### src/rtl/tdm_demux4.sv
// rtl/tdm_demux4.sv - four-channel TDM demultiplexer locking to a frame marker
module tdm_demux4 #(
    parameter int WIDTH = 8
) (
    input  logic             clk,
    input  logic             rst,
    input  logic [WIDTH-1:0] in,
    input  logic             in_vld,
    input  logic             frm,
    output logic [WIDTH-1:0] out0,
    output logic [WIDTH-1:0] out1,
    output logic [WIDTH-1:0] out2,
    output logic [WIDTH-1:0] out3,
    output logic [3:0]       out_vld,
    output logic             frame_done,
    output logic             locked,
    output logic             sync_err
);

    typedef enum logic {
        HUNT = 1'b0,
        LOCK = 1'b1
    } state_t;

    state_t     state_q, state_n;
    logic [1:0] cnt_q, cnt_n;

    logic       wr_en;
    logic [1:0] slot;
    logic       done_n;
    logic       err_n;

    always_ff @(posedge clk) begin
        if (rst) begin
            state_q <= HUNT;
            cnt_q   <= 2'd0;
        end else begin
            state_q <= state_n;
            cnt_q   <= cnt_n;
        end
    end

    always_comb begin
        state_n = state_q;
        cnt_n   = cnt_q;
        case (state_q)
            HUNT: begin
                if (in_vld && frm) begin
                    state_n = LOCK;
                    cnt_n   = 2'd1;
                end
            end
            LOCK: begin
                if (in_vld) begin
                    cnt_n = frm ? 2'd1 : cnt_q + 2'd1;
                end
            end
            default: begin
                state_n = HUNT;
                cnt_n   = 2'd0;
            end
        endcase
    end

    // A marker always forces slot 0; in HUNT only marker beats are accepted.
    always_comb begin
        wr_en  = 1'b0;
        slot   = 2'd0;
        done_n = 1'b0;
        err_n  = 1'b0;
        case (state_q)
            HUNT: begin
                wr_en = in_vld && frm;
            end
            LOCK: begin
                wr_en  = in_vld;
                slot   = frm ? 2'd0 : cnt_q;
                done_n = in_vld && !frm && (cnt_q == 2'd3);
                err_n  = in_vld && frm && (cnt_q != 2'd0);
            end
            default: begin
                wr_en = 1'b0;
            end
        endcase
    end

    always_ff @(posedge clk) begin
        if (rst) begin
            out0       <= '0;
            out1       <= '0;
            out2       <= '0;
            out3       <= '0;
            out_vld    <= 4'd0;
            frame_done <= 1'b0;
            sync_err   <= 1'b0;
        end else begin
            out_vld    <= 4'd0;
            frame_done <= done_n;
            sync_err   <= err_n;
            if (wr_en) begin
                out_vld[slot] <= 1'b1;
                case (slot)
                    2'd0:    out0 <= in;
                    2'd1:    out1 <= in;
                    2'd2:    out2 <= in;
                    default: out3 <= in;
                endcase
            end
        end
    end

    assign locked = (state_q == LOCK);

endmodule

### config.mk
export PLATFORM = sky130hd
export DESIGN_NAME = tdm_demux4
export DESIGN_NICKNAME = d
export VERILOG_FILES = /design/src/rtl/tdm_demux4.sv
export SDC_FILE = /design/constraint.sdc
export NUM_CORES = 1
export LEC_CHECK = 0
export BUFFER_PORTS_ARGS = -buffer_cell sky130_fd_sc_hd__buf_4
export CORE_MARGIN = 1
export CORE_UTILIZATION = 45
export CTS_CLUSTER_SIZE = 10
export DETAILED_ROUTE_END_ITERATION = 8
export GPL_TIMING_DRIVEN = 0
export PLACE_DENSITY = 0.72
export SETUP_SLACK_MARGIN = 0.05
export SYNTH_ARGS = -nofsm -noshare
export SYNTH_HDL_FRONTEND = slang
export SYNTH_SLANG_ARGS = --single-unit
### constraint.sdc
create_clock -name clk -period 2.51 [get_ports clk]
set_clock_uncertainty 0.2 [all_clocks]
set_input_delay 0.1255 -clock clk [delete_from_list [all_inputs] [get_ports clk]]
set_output_delay 0.1255 -clock clk [all_outputs]
set_load 0.02 [all_outputs]
==> key figures <==
Logic synthesis
  • Post-Synthesis Cells: between 100 and 150
  • Number of distinct library cell variants in the gate-level netlist after synthesis: 19
  • Cell taking the most area after synthesis: sky130_fd_sc_hd__dfxtp_1
  • Synth Area per Inst: roughly 11 um^2
  • Fraction of synthesis flops using an asynchronous set or reset pin: 0%
  • Top cells by count, synth: sky130_fd_sc_hd__dfxtp_1, sky130_fd_sc_hd__nand2b_1, sky130_fd_sc_hd__mux2i_1, sky130_fd_sc_hd__nor2_1, sky130_fd_sc_hd__clkbuf_1
  • Synthesized net count: between 150 and 200
  • Netlist Area Pre-Place: ~1600 um^2
  • Number of warnings printed during yosys synthesis: 0
  • Top cell type's share of synthesized area: slightly above 50%
  • Sequential fraction of the synthesis area: between 50% and 60%
  • Post-synthesis register bit count: ~40
  • Number of flops mapped to enable cells by yosys: 0
  • Leading post-synthesis cells by cell area: sky130_fd_sc_hd__dfxtp_1, sky130_fd_sc_hd__mux2i_1, sky130_fd_sc_hd__nand2b_1, sky130_fd_sc_hd__nor2_1, sky130_fd_sc_hd__ha_1
  • Dominant synthesized flop cell: sky130_fd_sc_hd__dfxtp_1
  • Most repeated cell in the gate-level netlist after synthesis: sky130_fd_sc_hd__dfxtp_1

STA
  • Final-report setup violation count: 0
  • Worst-case hold slack: between 0.1 and 0.15 ns
  • Fin. Hold Viols: 0
  • Fin. max-slew vios: 0
  • Crit path time final: around 1.6 ns
  • Fmax: between 600 and 700 MHz
  • Portion of the clock cycle consumed by the worst path in the final layout: approximately 63%
  • Unrepaired setup endpoints after global routing: no
  • Worst-case headroom to the max-slew limit: 71.62%
  • Slew at the pin closest to its max-slew limit: approximately 0.43 ns
  • Worst Setup Slack, final: roughly 0.94 ns
  • Setup TNS: 0 ns

Global route
  • Maximum number of pins on one net before global-route repair: 12
  • Number of global-route vias before repair: about 1100
  • Number of antenna violations at the first check in global routing: 0
  • Total routing usage reported by global routing: approximately a fifth
  • Wire length of the first global-routing pass: 5181 um
  • Overflow after GRT: 0

Place
  • Port bufs: 49
  • DP Wirelength: 2379 um
  • Placement-stage cell area: 2032 um^2
  • Post-Place Setup Slack: ~1 ns
  • Global placement routability congestion: between 0.7 and 0.8

Min path
  • Launch instance of the worst min-delay path: rst
  • Capture endpoint of the worst hold path: out0[0]$_SDFFE_PP0P_
  • Number of stages on the worst hold path: 3
  • Path class of the lowest-slack min-delay path: input port to flop

Cells and area
  • Synth-to-layout area growth: 36.76%
  • Ant diodes: 0
  • Final Cell Area: approximately 2200 um^2
  • Post-layout net count: between 200 and 250
  • Proportion of layout cells with a drive suffix above 1: between 20% and 30%

Clock tree
  • Number of setup buffers added after CTS: 0
  • CTS hold repair buffers: 11
  • TritonCTS clock tree: yes
  • Number of CTS-inserted buffers: 5
  • Clock buffer depth: 2
  • CTS root buffer: sky130_fd_sc_hd__clkbuf_4
  • Clock input transition at the sequential cells of the worst setup and hold paths: 0.11 ns
  • H-tree levels: 2
  • Sink count of the clock tree: 41
  • Latest clock arrival within the worst-skew pair: 0.33 ns
  • CTS-repair resized insts: 0

Setup path
  • Critical Path Slowest Stage Cell: sky130_fd_sc_hd__dlygate4sd3_1
  • Count of buffer and inverter cells on the critical path: 4
  • Highest cell delay on the worst timing path: approximately 0.54 ns
  • Cell chain of the critical path: dlygate4sd3_1, buf_4, and3b_1, buf_6, and3_4, buf_6, mux2i_1
  • Startpoint Class: input port
  • Maximum fanout count along the critical path: 7
  • Dominant delay contributor by cell family on the critical path: buffers and inverters
  • End of the worst register-to-register path: out0[4]$_SDFFE_PP0P_
  • Reg-to-reg setup timing slack: 0.98 ns
  • R2r startpoint: cnt_q[1]$_SDFFE_PP0P_
  • Critical Setup Path Class: input port to flop
  • Worst Path Arrival: 1.65 ns
  • Path depth of the worst reg2reg path: 4
  • Most frequent CP cell: sky130_fd_sc_hd__buf_6
  • Crit. End Element: flop
  • Crit path required time: approximately 2.6 ns

Routing
  • Avg WL per Cell: around 13 um
  • Vias: approximately 1200
  • Average via count per standard cell: 4.759
  • Count of unresolved DRC violations after routing: 0
  • Detailed-router iteration count before antenna repair: 4
  • Antenna viol nets, final: 0
  • Routed Wire Length: between 3000 and 4000 um
  • Number of DRC markers in iteration 0: 24

Floorplanning
  • Boundary pin count: 51
  • Die area: ~3800 um^2
  • Total core area: around 3400 um^2
  • Initial Utilization: between 40% and 50%
  • Die Height: ~62 um
  • Cell row count: 21
  • Width of the die: between 60 and 70 um

Power and ir drop
  • Max VDD drop: ~0.00035 V
  • Leakage dissipation: approximately 1.1 nW
  • Total Power: 0.001113 W
  • Ratio of total power to cell area: 506.6 nW/um^2

Flow run
  • # Max-Cap Violations: 0

Status
  • Run status: completed
==> logic make-up (layout without fill, tap and decap cells) <==
kind of cell | count (synthesis) | in the layout | share of synthesized area (%)
buffers and inverters | 12 | 79 | 4.283
adders and majority gates | 2 | 2 | 1.557
muxes | 32 | 32 | 19.94
and+or+nand+nor | 55 | 55 | 20.95
DFF | 41 | 41 | 51.09
AOI/OAI and AO/OA | 6 | 6 | 2.181
==> through the flow <==
step	instances	utilization [%]
2_1_floorplan	148	-
3_3_place_gp	243	59.95
5_1_grt	261	64.82
6_report	261	64.82
3_5_place_dp	243	59.95
4_1_cts	261	64.82
==> sequential cells by signal, summed over array words and instances (netlist names) <==
signal / count
out0: 8
out1: 8
out2: 8
out3: 8
out_vld: 4
cnt_q: 2
frame_done: 1
locked: 1
sync_err: 1
==> report_power, final <==
group | internal, W | switching [W] | total [W]
sequential | 0.000663 | 0.00000839 | 0.000671
clock | 0.000132 | 0.000192 | 0.000324
combinational | 0.0000614 | 0.0000564 | 0.000118
==> metal layers <==
layer	global-route usage (%)	up-vias	share of wire, %
met2	33.33	38	50
li1	-	619	-
met3	7.453	5	5.1
met5	0	-	0
met4	6.984	0	1.3
met1	22.84	580	44
==> worst max path at each step <==
stage,start,to,slack (ns),depth (start not counted)
CTS,frm,out2[1]$_SDFFE_PP0P_,0.93,7
finish,frm,out2[1]$_SDFFE_PP0P_,0.94,7
floorplan,locked$_SDFF_PP0_,out2[1]$_SDFFE_PP0P_,1.01,5
global placement,locked$_SDFF_PP0_,out2[1]$_SDFFE_PP0P_,1.08,5
detailed placement,cnt_q[1]$_SDFFE_PP0P_,out0[4]$_SDFFE_PP0P_,0.99,4
global route,cnt_q[1]$_SDFFE_PP0P_,out0[4]$_SDFFE_PP0P_,0.86,4
==> cell usage in the layout, fill, tap and decap left out, types with 3 or more instances in the layout <==
| cell | n |
|---|---|
| sky130_fd_sc_hd__nor2_1 | 7 |
| sky130_fd_sc_hd__nand3_1 | 3 |
| sky130_fd_sc_hd__clkbuf_4 | 5 |
| sky130_fd_sc_hd__mux2i_1 | 32 |
| sky130_fd_sc_hd__clkbuf_1 | 6 |
| sky130_fd_sc_hd__dfxtp_1 | 41 |
| sky130_fd_sc_hd__buf_4 | 51 |
| sky130_fd_sc_hd__nand2b_1 | 40 |
| sky130_fd_sc_hd__dlygate4sd3_1 | 11 |
==> area by class of cell <==
cell class | count | area [um^2]
fillers | 275 | 1192
plain buffers | 10 | 61.31
multi-input cells | 95 | 716.9
repair buffers | 60 | 478.0
inverters | 2 | 7.507
well taps | 46 | 57.56
flip-flops and latches | 41 | 820.8
clock buffers | 7 | 55.05
==> worst register-to-register path, stage by stage (launching register included) <==
cell	delay, ns
sky130_fd_sc_hd__dfxtp_1	0.46
sky130_fd_sc_hd__nor3b_1	0.07
sky130_fd_sc_hd__o21ai_0	0.17
sky130_fd_sc_hd__buf_2	0.33
sky130_fd_sc_hd__mux2i_1	0.25
Note: power is estimated with default switching activity, not from simulation.
